--- config.mk ---
export PLATFORM = sky130hd
export DESIGN_NAME = ntt_ctrl
export DESIGN_NICKNAME = d
export VERILOG_FILES = /design/src/rtl/ntt_ctrl.sv
export SDC_FILE = /design/constraint.sdc
export NUM_CORES = 1
export LEC_CHECK = 0
export ABC_AREA = 1
export BUFFER_PORTS_ARGS = -buffer_cell sky130_fd_sc_hd__buf_4
export CAP_MARGIN = 20
export CORE_MARGIN = 4
export CORE_UTILIZATION = 54
export CTS_CLUSTER_DIAMETER = 30
export CTS_CLUSTER_SIZE = 40
export DETAILED_ROUTE_END_ITERATION = 10
export HOLD_SLACK_MARGIN = 0.03
export PLACE_DENSITY = 0.76
export RECOVER_POWER = 25
export SLEW_MARGIN = 20
export SYNTH_ARGS = -nofsm -noshare
export SYNTH_HDL_FRONTEND = slang
export SYNTH_SLANG_ARGS = --single-unit
--- constraint.sdc ---
create_clock -name clk -period 3.45 [get_ports clk]
set_input_delay 1.035 -clock clk [delete_from_list [all_inputs] [get_ports clk]]
set_output_delay 1.035 -clock clk [all_outputs]
set_load 0.02 [all_outputs]
--- src/rtl/ntt_ctrl.sv ---
// Address/control sequencer for an in-place forward NTT: walks the butterfly schedule
// layer by layer and ping-pongs between two RAM banks through a LAT-deep write pipeline.
module ntt_ctrl #(
    parameter int DEPTH = 8,
    parameter int LAT   = 5
) (
    input  logic             clk,
    input  logic             reset,
    input  logic             start,
    input  logic             hold,
    output logic             busy,
    output logic             done,
    output logic             rd_en,
    output logic [DEPTH-1:0] rd_addr_lo,
    output logic [DEPTH-1:0] rd_addr_hi,
    output logic [6:0]       zeta_k,
    output logic             rd_bank,
    output logic             wr_en,
    output logic [DEPTH-1:0] wr_addr_lo,
    output logic [DEPTH-1:0] wr_addr_hi,
    output logic             wr_bank,
    output logic             result_bank
);

    localparam int LW = (DEPTH > 2) ? $clog2(DEPTH) : 1;
    localparam int DW = (LAT > 1) ? $clog2(LAT) : 1;
    localparam logic [LW-1:0] LAST_LAYER  = LW'(DEPTH - 2);
    localparam logic [LW-1:0] TOP_SHIFT   = LW'(DEPTH - 1);
    localparam logic [DW-1:0] DRAIN_LAST  = DW'(LAT - 1);
    localparam logic          RESULT_BANK = ((DEPTH - 2) % 2) == 0;

    typedef enum logic [1:0] {IDLE, READ, DRAIN, DONE} state_t;

    state_t           state;
    state_t           state_next;
    logic [LW-1:0]    layer;
    logic [DEPTH-1:0] j;
    logic [DEPTH-1:0] len;
    logic [DEPTH-1:0] j_inc;
    logic [DEPTH-2:0] issue_cnt;
    logic [DW-1:0]    drain_cnt;
    logic [6:0]       zeta;
    logic             issue;
    logic             layer_last_issue;
    logic             group_end;
    logic             last_layer;
    logic             drain_end;

    logic             pipe_en   [LAT];
    logic [DEPTH-1:0] pipe_lo   [LAT];
    logic [DEPTH-1:0] pipe_hi   [LAT];
    logic             pipe_bank [LAT];

    // len halves every layer, starting at N/2
    assign len              = {{(DEPTH-1){1'b0}}, 1'b1} << (TOP_SHIFT - layer);
    assign j_inc            = j + 1'b1;
    assign group_end        = (j_inc & (len - 1'b1)) == '0;
    assign issue            = (state == READ) && !hold;
    assign layer_last_issue = issue && (issue_cnt == '1);
    assign last_layer       = layer == LAST_LAYER;
    assign drain_end        = (state == DRAIN) && (drain_cnt == DRAIN_LAST);

    assign busy        = (state == READ) || (state == DRAIN);
    assign done        = state == DONE;
    assign rd_en       = issue;
    assign rd_addr_lo  = issue ? j : '0;
    assign rd_addr_hi  = issue ? (j + len) : '0;
    assign zeta_k      = zeta;
    assign rd_bank     = layer[0];
    assign result_bank = RESULT_BANK;

    assign wr_en      = pipe_en[LAT-1];
    assign wr_addr_lo = pipe_lo[LAT-1];
    assign wr_addr_hi = pipe_hi[LAT-1];
    assign wr_bank    = pipe_bank[LAT-1];

    always_ff @(posedge clk) begin
        if (reset) begin
            state <= IDLE;
        end else begin
            state <= state_next;
        end
    end

    always_comb begin
        state_next = state;
        unique case (state)
            IDLE:    if (start) state_next = READ;
            READ:    if (layer_last_issue) state_next = DRAIN;
            DRAIN:   if (drain_end) state_next = last_layer ? DONE : READ;
            DONE:    state_next = IDLE;
            default: state_next = IDLE;
        endcase
    end

    // The final group of a layer also bumps zeta, except at the very end of the transform
    always_ff @(posedge clk) begin
        if (reset) begin
            layer     <= '0;
            j         <= '0;
            issue_cnt <= '0;
            drain_cnt <= '0;
            zeta      <= 7'd1;
        end else begin
            if ((state == IDLE) && start) begin
                layer     <= '0;
                j         <= '0;
                issue_cnt <= '0;
                drain_cnt <= '0;
                zeta      <= 7'd1;
            end
            if (issue) begin
                issue_cnt <= issue_cnt + 1'b1;
                if (layer_last_issue) begin
                    j <= '0;
                    if (!last_layer) zeta <= zeta + 7'd1;
                end else if (group_end) begin
                    j    <= j_inc + len;
                    zeta <= zeta + 7'd1;
                end else begin
                    j <= j_inc;
                end
            end
            if (state == DRAIN) begin
                drain_cnt <= drain_cnt + 1'b1;
                if (drain_end) begin
                    drain_cnt <= '0;
                    if (!last_layer) layer <= layer + 1'b1;
                end
            end
        end
    end

    // Write-back delay line; bubbles travel through as zeros so writes stay aligned
    always_ff @(posedge clk) begin
        if (reset) begin
            for (int i = 0; i < LAT; i++) begin
                pipe_en[i]   <= 1'b0;
                pipe_lo[i]   <= '0;
                pipe_hi[i]   <= '0;
                pipe_bank[i] <= 1'b0;
            end
        end else begin
            pipe_en[0]   <= rd_en;
            pipe_lo[0]   <= rd_addr_lo;
            pipe_hi[0]   <= rd_addr_hi;
            pipe_bank[0] <= rd_en & ~rd_bank;
            for (int i = 1; i < LAT; i++) begin
                pipe_en[i]   <= pipe_en[i-1];
                pipe_lo[i]   <= pipe_lo[i-1];
                pipe_hi[i]   <= pipe_hi[i-1];
                pipe_bank[i] <= pipe_bank[i-1];
            end
        end
    end

endmodule

Yosys cells after proc, flatten, opt, wreduce, memory -nomap -nowiden
Memory sizes are Yosys's and may differ from the RTL's.
Index checks and enable logic that the tools add are counted.
{"block": "classes", "n_addsub": 9, "eq_ne": 9, "shift": 1, "n_mux": 48, "bitwise_logic": 23, "n_reduce_logical": 11}
{"operator": "8-bit two-way mux", "count": 16}
{"operator": "7-bit two-way mux", "count": 7}
{"operator": "3-bit two-way mux", "count": 7}
{"operator": "1-bit bitwise OR", "count": 20}
{"operator": "8-bit adder", "count": 2}
{"operator": "7-bit by 1-bit adder with 7-bit output, second input constant", "count": 2}
{"operator": "1-bit two-way mux", "count": 13}
{"operator": "8-bit by 1-bit adder with 8-bit output, second input constant", "count": 1}
{"operator": "8-bit bitwise AND", "count": 1}
{"operator": "8-bit zero test", "count": 1}
{"operator": "2-bit two-way mux", "count": 4}
{"operator": "2-bit one-hot mux with 4 select lines", "count": 1}
{"operator": "1-bit by 3-bit << shifter with 8-bit output, first input constant", "count": 1}
{"operator": "8-bit by 1-bit subtractor with 8-bit output, second input constant", "count": 1}
{"operator": "7-bit == test, second input constant", "count": 1}
{"operator": "3-bit by 1-bit adder with 3-bit output, second input constant", "count": 2}
{"operator": "3-bit == test, second input constant", "count": 2}
{"operator": "2-bit inequality test, second input constant", "count": 3}
{"operator": "2-bit == test, second input constant", "count": 2}
{"operator": "1-bit logical AND", "count": 4}
{"operator": "2-bit nonzero test", "count": 2}
{"operator": "3-bit AND reduction", "count": 1}
{"operator": "3-bit subtractor, first input constant", "count": 1}
{"operator": "2-bit by 1-bit == test with 1-bit output, second input constant", "count": 1}
{"operator": "other kinds (5)", "count": 5}
{"block": "totals", "regBits": 30, "ramBits": 90, "input_bits": 4, "out_inout_bits": 46, "elab_cells": 111, "mem_count": 4}
{"name": "pipe_hi", "depth": 5, "width": 8, "rd": 5, "rd_ports_with_merged_regs": 0, "write_ports": 5, "line_no": "51", "rtl": "logic [DEPTH-1:0] pipe_hi [LAT];"}
{"name": "pipe_lo", "depth": 5, "width": 8, "rd": 5, "rd_ports_with_merged_regs": 0, "write_ports": 5, "line_no": "50", "rtl": "logic [DEPTH-1:0] pipe_lo [LAT];"}
{"name": "pipe_bank", "depth": 5, "width": 1, "rd": 5, "rd_ports_with_merged_regs": 0, "write_ports": 5, "line_no": "52", "rtl": "logic pipe_bank [LAT];"}
{"name": "pipe_en", "depth": 5, "width": 1, "rd": 5, "rd_ports_with_merged_regs": 0, "write_ports": 5, "line_no": "49", "rtl": "logic pipe_en [LAT];"}

Logic depth before layout (Yosys ltp)
Gate-level depths: netlist of the first run.
{"block": "depth", "depth_word": 8, "depth_mapped": 18, "ltp_nobuf": 18}

Worst setup path before layout of the first run
No wires, ideal clock.
{"block": "synth_timing", "kind": "reg-to-output", "startpoint": "register layer[0]", "endpoint": "output port rd_addr_hi[6]", "arrival_ns": 2.817, "required_ns": 2.415, "path_slack_ns": -0.402, "path_stages_with_launch": 16, "path_buffers": 1, "cell_sequence": "dfxtp_1 > inv_1 > ha_1 > nand2_4 > inv_1 > clkbuf_1 > fa_1 > nand2_1 > inv_1 > o21ai_0 > nand2_1 > nand2_1 > nand2_1 > a21oi_1 > nor2_1 > nor3_1"}
{"block": "synth_between", "elab_chain_cells": 4}
{"item": "from (decl)", "line_no": "36", "rtl": "logic [LW-1:0] layer;"}
{"item": "from (signal assigned)", "line_no": "128", "rtl": "if (!last_layer) layer <= layer + 1'b1;"}
{"item": "3-bit subtractor", "line_no": "55", "rtl": "assign len = {{(DEPTH-1){1'b0}}, 1'b1} << (TOP_SHIFT - layer);"}
{"item": "1-bit by 3-bit << shifter with 8-bit output", "line_no": "55"}
{"item": "8-bit adder", "line_no": "67", "rtl": "assign rd_addr_hi = issue ? (j + len) : '0;"}
{"item": "8-bit two-way mux", "line_no": "67"}
{"item": "to (decl)", "line_no": "15", "rtl": "output logic [DEPTH-1:0] rd_addr_hi,"}
No other way between the ends.

Worst setup path in the final report of the first run
Same ends and word-level chain as after synthesis.

==> metrics.md, run 1 <==
| Metric | Value |
|---|---|
| Max Clk Rate | 0.268 GHz |
| FP Rows | 36 |
| Worst-margin pin slew | 2.15 ns |
| Unrepaired setup endpoints after global routing | true |
| Die extent in y | 110 microns |
| Post-synthesis cell count | 759 |
| Clock buffer count from CTS | 17 |
| YS warnings | 0 |
| Worst-Skew Late Latency | 0.51 ns |
| TritonCTS clock tree | built |
| Most frequent cells in the layout | 142 x inv_1, 131 x nor2_1, 117 x dfxtp_1 |
| Buffers on Ports | 48 |
| First DRT Iteration DRCs | 316 |
| # diodes | 0 |
| Final WL | 12.2 mm |
| Clock Skew | 0.0102 ns |
| Top_reg_cell synth | dfxtp_1 |
| P_leak | 0.00302 uW |
| Crit path arrival time | 2.69 ns |
| Synth top area share | 0.431 |
| Total grt overflow | 0 |
| Final ANT Viol Nets | 0 |
| # nets final | 846 |
| Worst Path Required | 2.41 ns |
| Initial core utilization | 0.562 |
| Die area | 12,000 sq um |
| Max rail drop VDD | 0.307 mV |
| DR DRC count | 0 |
| Post-synthesis async set-or-reset flop share | 0 |
| Count of cell types in the netlist | 39 |
| Multi-input logic area | 2550 sq um |
| Max cap viols | 1 |
| Initial antenna violation count | 0 |
| Fillers | 760 |
| Clock sink total | 120 |
| Synth area leaders | dfxtp_1 43%, inv_1 9.9%, nor2_1 9.0% |
| Worst-path maximum fanout | 3 |
| CP startpoint kind | register |
| Violated checks | capacitance limit, slew limit, setup timing |
| First-pass GRT wire length | 20.4 mm |
| Crit. End Element | output port |
| Final worst slack | -0.275 ns |
| Via-to-Cell Ratio | 5.02 |
| Drt first pass iters | 6 |
| Pwr Density | 553 nW/um^2 |
| Final setup viols | 6 |
| Max-slew headroom | -0.433 |
| Fin. max-slew vios | 47 |
| Syn_area_per_cell | 7.34 sq um |
| Outcome | complete, but fails checks |
| Core box area | 9910 sq um |
| Layout cells sized above 1 | 0.187 |
| Clock Root Buffer | clkbuf_8 |
| Crit path kind | register to output port |
| Boundary Pins | 50 |
| GPL Wtd Cong | 0.951 |
| Compound-Gate Fraction of Synth Area | 0.0721 |
| Storage element area | 2410 sq um |
| Post-Synth Simple-Gate Area | 0.255 |
| Routed len/inst | 12.8 microns |
| # placed instances | 914 |
| Main combinational cell family by area after synthesis | simple AND/OR/NAND/NOR gates |
| Via Count | 4,781 |
| Number of global-route vias before repair | 4,616 |
| H-tree lvl count | 4 |
| Largest net degree at the start of global routing | 58 |
| Mux cell area share after synthesis | 0 |
| Mapped Nets | 797 |
| Seq/Total Area, Yosys | 0.431 |
| Post-Synth Adder-Cell Area | 0.0790 |
| Fin. Hold Viols | 0 |
| Die X | 110 microns |
| Post-DP HPWL | 8.05 mm |
| Cell Count, Final, Fillers Out | 953 |
| Mapped cell area | 5570 sq um |
| Syn-to-layout area delta | 21.6% |
| WHS | 0.394 ns |
| Fin crit share | 1.08 |
| Worst hold path type | register to register |
| Post-synth EDFFs | 0 |
| Commonest non-fill, non-tap cell in the layout | inv_1 |
| Total GRT Usage | 0.214 |
| Cell taking the most area after synthesis | dfxtp_1 |
| Synthesized flop and latch total | 120 |
| CTS Hold Buffers Added | 0 |
| XOR/XNOR Fraction of Synth Area | 0.0189 |
| Longest Clk Path Bufs | 2 |
| Min Tclk post-route | 3.72 ns |
| Register clock-pin slew on the reported worst setup and hold paths | 0.06 ns |
[routing by layer]
metal,global-route usage,vias up,routed length (microns)
met3,0.0470,45,801
met1,0.249,2155,4980
met2,0.372,182,5950
met4,0.104,0,419
met5,0,-,0
li1,-,2399,-
[what timing repair did]
| item | CTS | global route |
|---|---|---|
| pin swaps | 10 | 14 |
| resized for setup | 30 | 13 |
| setup buffers | 7 | 1 |
| setup endpoints to repair | 6 | 6 |
[cell usage after synthesis, types with 5 or more instances]
cell      number
ha_1          32
inv_1        147
nand2_1      118
dfxtp_1      120
a21oi_1       43
nand2_2        6
o21ai_0       14
nor4_1         5
nor3_1         9
xor2_1        10
nor2_1       134
clkbuf_1      16
nand3_1       43
buf_4         17
[power by group]
group	switching, uW	internal (uW)
clock	635	1030
sequential	47.7	1430
combinational	419	191
total	1100	2650
[per-stage QoR]
| stage | worst slack [ns] | util | TNS (ns) | power, uW | area (sq um) |
|---|---|---|---|---|---|
| 4_1_cts | -0.324 | 0.678 | -1.05 | 3760 | 6720 |
| 6_report | -0.275 | 0.684 | -0.841 | 3750 | 6770 |
| 2_1_floorplan | -0.141 | - | -0.141 | 1920 | 5590 |
| 3_5_place_dp | -0.0355 | 0.603 | -0.0355 | 2100 | 5980 |
| 3_3_place_gp | 0.0606 | 0.603 | 0 | 2080 | 5980 |
| 5_1_grt | -0.352 | 0.684 | -1.56 | 3910 | 6770 |
[cell families after synthesis]
family	after synthesis
AND/OR/NAND/NOR	332
buffers and inverters	188
flip-flops	120
AO/OA/AOI/OAI	72
adder cells (fa/ha/maj)	34
XOR/XNOR	12
other	1
[registers in the layout, summed over array words and instances, names as in the netlist, 5 cells and up]
register and flops:
j 8, pipe_bank 5, pipe_en 5, pipe_hi 40, pipe_lo 40, zeta_k 7, issue_cnt 7
[area by class of cell]
class | count | share of cell area
tap | 133 | 0.0246
multi-input combinational | 451 | 0.376
sequential | 120 | 0.356
clock inverter | 14 | 0.0223
clock buffer | 17 | 0.0611
timing repair buffer | 68 | 0.0765
inverter | 150 | 0.0835
[worst max-delay path: stages, from the launching register on]
cell     delay [ns]
dfxtp_4        0.36
ha_4           0.17
ha_4           0.17
ha_4           0.16
fa_2           0.35
nand2_1        0.08
inv_2          0.04
o21ai_1        0.11
nand2_1        0.09
nand2_2        0.08
nand2_2        0.06
a21oi_4        0.14
and2_4         0.18
nor3_4         0.05
buf_6          0.15
[path summary, 6_finish.rpt]
| path | end | cells past startpoint | slack (ns) | startpoint |
|---|---|---|---|---|
| setup reg to reg | j[6]$_SDFFE_PP0P_ | 18 | 0.44 | layer[0]$_SDFF_PP0_ |
| hold / removal | pipe_lo[0][14]$_SDFF_PP0_ | 2 | 0.39 | pipe_lo[0][6]$_SDFF_PP0_ |
| setup / recovery | rd_addr_hi[6] | 14 | -0.27 | layer[0]$_SDFF_PP0_ |
| hold reg to reg | pipe_lo[0][14]$_SDFF_PP0_ | 2 | 0.39 | pipe_lo[0][6]$_SDFF_PP0_ |
Note: power is estimated with default switching activity, not from simulation.
==> run 2: changes to the inputs <==
Settings changed: PLACE_DENSITY 0.76 to 0.78.
==> metrics.md, run 2 (synthesis results as in run 1) <==
| Metric | Value |
|---|---|
| Outcome | complete, but fails checks |
| Violated checks | capacitance limit, slew limit, setup timing |
| Most frequent cells in the layout | 137 x inv_1, 129 x nor2_1, 117 x dfxtp_1 |
| # placed instances | 915 |
| WP buf/inv | 2 |
| Clock Skew | 0.0110 ns |
| Longest Clk Path Bufs | 2 |
| FP Rows | 36 |
| Drt first pass iters | 7 |
| Final WL | 14.1 mm |
| Via-to-Cell Ratio | 5.14 |
| Min Tclk post-route | 3.81 ns |
| Commonest non-fill, non-tap cell in the layout | inv_1 |
| Critical R2R Capture | j[7]$_SDFFE_PP0P_ |
| Crit. End Element | output port |
| Initial core utilization | 0.562 |
| Unrepaired setup endpoints after global routing | true |
| Hold Startpoint | pipe_hi[0][16]$_SDFF_PP0_ |
| Post-DP HPWL | 8.14 mm |
| Switching Power | 1170 uW |
| Worst hold path type | register to register |
| Crit path cell chain | ha_4 -> ha_4 -> ha_4 -> fa_2 -> nand2_2 -> inv_2 -> o21ai_2 -> nand2_2 -> nand2_2 -> nand2_2 -> a21oi_4 -> and2_4 -> nor3_4 -> buf_6 |
| Final setup viols | 5 |
| Die extent in y | 110 microns |
| Initial antenna violation count | 0 |
| Clock sink total | 120 |
| TritonCTS clock tree | built |
| Max-slew headroom | -0.561 |
| Total GRT Usage | 0.222 |
| Critical path depth in cells | 14 |
| Worst-path maximum fanout | 3 |
| Fillers | 723 |
| Total grt overflow | 0 |
| Clock buffer count from CTS | 17 |
| Final ANT Viol Nets | 0 |
| Largest net degree at the start of global routing | 54 |
| P_leak | 0.00316 uW |
| Worst-Skew Late Latency | 0.52 ns |
| Die X | 110 microns |
| Layout cells sized above 1 | 0.227 |
| First DRT Iteration DRCs | 405 |
| Clock power share | 0.464 |
| Reg2reg setup slack | 0.45 ns |
| GPL Wtd Cong | 0.917 |
| CP startpoint kind | register |
| CP endpoint | rd_addr_hi[6] |
| Crit path arrival time | 2.78 ns |
| First-pass GRT wire length | 20.9 mm |
| H-tree lvl count | 4 |
| # diodes | 0 |
| Syn-to-layout area delta | 26.9% |
| Boundary Pins | 50 |
| Fin. Hold Viols | 0 |
| Worst-margin pin slew | 2.34 ns |
| Seq pwr share | 0.375 |
| Setup crit start | layer[1]$_SDFF_PP0_ |
| CP top delay family | adder cells |
| Crit-path max cell delay | 0.38 ns |
| Routed len/inst | 14.6 microns |
| Die area | 12,000 sq um |
| Buffers on Ports | 48 |
| CP max-delay cell | fa_2 |
| Worst reg2reg startpoint | j[1]$_SDFFE_PP0P_ |
| Crit path kind | register to output port |
| Max Clk Rate | 0.262 GHz |
| Switch share | 0.297 |
| Max cap viols | 1 |
| Path depth of the worst reg2reg path | 18 |
| Max rail drop VDD | 0.382 mV |
| Fin crit share | 1.10 |
| DR DRC count | 0 |
| Register clock-pin slew on the reported worst setup and hold paths | 0.06 ns |
| Clock Root Buffer | clkbuf_8 |
| Number of global-route vias before repair | 4,675 |
| # nets final | 857 |
| Cell Count, Final, Fillers Out | 965 |
| Setup WS pre-CTS | -0.0445 ns |
| Top flop regs | pipe_hi x40, pipe_lo x40, j x8 |
| Worst Path Required | 2.41 ns |
| Final worst slack | -0.360 ns |
| Combinational power share | 0.160 |
| Fin. max-slew vios | 54 |
| Via Count | 4,956 |
| Cell mode on critical path | nand2_2 |
| Int Power | 2770 uW |
| Pwr Density | 557 nW/um^2 |
| Core box area | 9910 sq um |
## run 2: worst min path at each step
stage | to | slack, ns | cells after the start
3_5_place_dp | pipe_lo[0][25]$_SDFF_PP0_ | 0.39 | 2
6_report | pipe_hi[0][24]$_SDFF_PP0_ | 0.40 | 2
3_3_place_gp | pipe_lo[0][33]$_SDFF_PP0_ | 0.39 | 2
5_1_grt | pipe_hi[0][9]$_SDFF_PP0_ | 0.40 | 2
4_1_cts | pipe_hi[0][24]$_SDFF_PP0_ | 0.40 | 2
2_1_floorplan | pipe_bank[0][1]$_SDFF_PP0_ | 0.39 | 2
## run 2: per-layer routing
layer / part of all wire / up-vias / GRT usage / wire length [microns]
li1: - / 2419 / - / -
met1: 0.39 / 2258 / 0.252 / 5410
met2: 0.52 / 215 / 0.386 / 7280
met3: 0.059 / 64 / 0.0564 / 823
met4: 0.039 / 0 / 0.114 / 543
met5: 0 / - / 0 / 0
## run 2: power groups by stage
| stage | registers (uW) | clock network, uW | logic [uW] |
|---|---|---|---|
| 5_1_grt | 1480 | 1900 | 696 |
| 6_report | 1480 | 1830 | 632 |
| 3_3_place_gp | 1500 | 0 | 576 |
| 3_5_place_dp | 1510 | 0 | 596 |
| 2_1_floorplan | 1500 | 0 | 419 |
| 4_1_cts | 1480 | 1850 | 605 |
## run 2: what timing repair did
item,CTS,global route
gates resized for setup,31,52
setup endpoints to repair,6,6
pin swaps,6,22
setup buffers,5,14
hold buffers,0,0
## run 2: through the flow
step                utilization  cell area [sq um]  TNS [ns]  hold slack, ns  power, uW
floorplan                     -               5590    -0.141           0.388       1920
global placement          0.604               5990         0           0.389       2080
detailed placement        0.604               5990   -0.0445           0.393       2100
CTS                       0.681               6750    -0.935           0.399       3930
global route              0.713               7070     -4.36           0.404       4080
finish                    0.713               7070     -1.05           0.397       3940
## run 2: worst reg2reg max path, cell delays in order, from the launching register on
cell	delay (ns)
dfxtp_1	0.63
ha_1	0.32
nand2_1	0.11
nor2_1	0.15
nand2_1	0.06
nand2_1	0.11
nand2_2	0.08
ha_1	0.34
nand2_1	0.08
nor2_1	0.09
nand2_1	0.06
nand3_1	0.15
inv_1	0.08
nand2_1	0.08
nand2_1	0.06
nand3_1	0.08
nand2_1	0.12
nand3_1	0.10
a21oi_1	0.06
## run 2: cell type report
class	count	area [sq um]	area share
clock inverters	14	186	0.0264
multi-input cells	451	2690	0.381
flip-flops and latches	120	2410	0.341
well taps	133	166	0.0235
repair buffers	79	612	0.0866
inverters	150	571	0.0807
clock buffers	18	428	0.0605
==> run 3: changes to the inputs <==
Settings changed: SETUP_SLACK_MARGIN set to 0.3.
==> metrics.md, run 3 (synthesis results as in run 1) <==
| Metric | Value |
|---|---|
| GR Util met1 | 0.266 |
| First DRT Iteration DRCs | 351 |
| Worst Path Required | 2.41 ns |
| FP Rows | 36 |
| Clock Root Buffer | clkbuf_8 |
| Unrepaired setup endpoints after global routing | true |
| Register clock-pin slew on the reported worst setup and hold paths | 0.06 ns |
| Seq pwr share | 0.367 |
| Largest net degree at the start of global routing | 59 |
| Syn-to-layout area delta | 25.7% |
| GRT busiest layer | met2 |
| CTS Hold Buffers Added | 0 |
| Max cap viols | 1 |
| Buffers on Ports | 48 |
| Setup TNS | -1.04 ns |
| Worst hold path type | register to register |
| Via-to-Cell Ratio | 5.07 |
| P_leak | 0.00313 uW |
| Clock sink total | 120 |
| Storage element area | 2410 sq um |
| Core box area | 9910 sq um |
| Crit. End Element | output port |
| Fin. Hold Viols | 0 |
| Crit path kind | register to output port |
| Total power | 4010 uW |
| GPL Wtd Cong | 0.917 |
| Fin crit share | 1.10 |
| Commonest non-fill, non-tap cell in the layout | inv_1 |
| Die extent in y | 110 microns |
| Total GRT Usage | 0.238 |
| Outcome | complete, but fails checks |
| Combinational power share | 0.161 |
| Hold Path Cell Cnt | 2 |
| Die X | 110 microns |
| Multi-input logic area | 2610 sq um |
| Initial antenna violation count | 0 |
| Final setup viols | 5 |
| Number of global-route vias before repair | 4,870 |
| # diodes | 0 |
| Routed len/inst | 14.0 microns |
| Min Tclk post-route | 3.81 ns |
| Fin. max-slew vios | 46 |
| Final Util | 0.707 |
| Final ANT Viol Nets | 0 |
| Violated checks | capacitance limit, slew limit, setup timing |
| Hold Startpoint | pipe_hi[0][23]$_SDFF_PP0_ |
| Post-DP HPWL | 8.79 mm |
| Die area | 12,000 sq um |
| H-tree lvl count | 4 |
| Drt first pass iters | 6 |
| Worst-Skew Late Latency | 0.52 ns |
| First-pass GRT wire length | 22.2 mm |
| Int Power | 2850 uW |
| Top flop regs | pipe_hi x40, pipe_lo x40, j x8 |
| Most frequent cells in the layout | 136 x inv_1, 129 x nor2_1, 117 x dfxtp_1 |
| Worst-path maximum fanout | 3 |
| Fillers | 765 |
| Pwr Density | 573 nW/um^2 |
| Critical R2R Capture | j[7]$_SDFFE_PP0P_ |
| Switching Power | 1160 uW |
| DR DRC count | 0 |
| Reg2reg setup slack | 0.68 ns |
| Max-slew headroom | -0.308 |
| Post-route cell area | 7000 sq um |
| Path depth of the worst reg2reg path | 18 |
| Clock power share | 0.472 |
| Clock Skew | 0.00620 ns |
| Total grt overflow | 0 |
| CP startpoint kind | register |
| TritonCTS clock tree | built |
| Hold EP | pipe_hi[0][31]$_SDFF_PP0_ |
| Final WL | 13.5 mm |
| Placed Area | 6000 sq um |
| Max Clk Rate | 0.263 GHz |
| Clock buffer count from CTS | 17 |
| Final worst slack | -0.359 ns |
| # nets final | 858 |
| M3 GR Usage | 0.0628 |
| Switch share | 0.290 |
| Max rail drop VDD | 0.329 mV |
| Worst-margin pin slew | 1.96 ns |
| Longest Clk Path Bufs | 2 |
| Initial core utilization | 0.562 |
| Layout cells sized above 1 | 0.217 |
| Crit path arrival time | 2.77 ns |
| Met2 Usage GRT | 0.414 |
| Via Count | 4,893 |
| Boundary Pins | 50 |
| Worst reg2reg startpoint | j[1]$_SDFFE_PP0P_ |
[run 3: cell count changes in the layout (fill, tap and decap cells not counted), moves of 2 or more]
cell,previous run,this run
ha_4,12,9
ha_1,19,22
inv_6,7,5
a21oi_1,38,40
buf_4,72,75
nand2_1,110,112
inv_4,1,4
[run 3: critical path, stage by stage (launching register included)]
cell	delay (ns)
dfxtp_4	0.36
ha_4	0.17
ha_4	0.16
ha_4	0.16
fa_2	0.35
nand2_2	0.08
inv_2	0.04
o21ai_1	0.11
nand2_1	0.09
nand2_2	0.10
nand2_2	0.06
a21oi_2	0.17
nor2_2	0.08
nor3_4	0.20
buf_6	0.15
[run 3: area by class of cell]
type,count,share of cell area
Multi-Input combinational cell,451,0.372
Sequential cell,120,0.344
Timing Repair Buffer,80,0.0868
Inverter,150,0.0818
Clock buffer,18,0.0611
Clock inverter,14,0.0302
Tap cell,133,0.0238
[run 3: power groups by stage]
stage               Clock (uW)  Sequential, uW  Combinational [uW]
global route              1990            1480                 721
floorplan                    0            1500                 421
detailed placement           0            1500                 620
finish                    1900            1470                 646
CTS                       1920            1470                 637
global placement             0            1500                 599
[run 3: metal layers]
metal,part of all wire,wire length [microns],vias to the layer above
met5,0,0,-
li1,-,-,2425
met3,0.067,908,38
met1,0.39,5320,2248
met2,0.51,6830,182
met4,0.031,424,0
[run 3: timing repair]
action,in CTS,in global routing
setup endpoints to repair,7,16
buffers inserted,11,9
pin swaps,15,21
hold endpoints to repair,0,0
gates resized for setup,38,18
[run 3: worst max-delay path by stage]
stage               endpoint  cells after the start  slack [ns]                start
2_1_floorplan  rd_addr_hi[6]                     13        0.23  layer[0]$_SDFF_PP0_
3_3_place_gp   rd_addr_hi[6]                     14        0.04  layer[0]$_SDFF_PP0_
3_5_place_dp   rd_addr_hi[6]                     14        0.03  layer[0]$_SDFF_PP0_
4_1_cts        rd_addr_hi[6]                     14       -0.31  layer[0]$_SDFF_PP0_
5_1_grt        rd_addr_hi[6]                     15       -0.48  layer[1]$_SDFF_PP0_
6_report       rd_addr_hi[6]                     14       -0.36  layer[0]$_SDFF_PP0_
[run 3: through the flow]
step	std cells	hold WS, ns	setup slack, ns
3_3_place_gp	914	0.388	0.0418
2_1_floorplan	759	0.388	0.226
6_report	966	0.398	-0.359
4_1_cts	957	0.400	-0.307
5_1_grt	966	0.417	-0.479
3_5_place_dp	914	0.392	0.0318
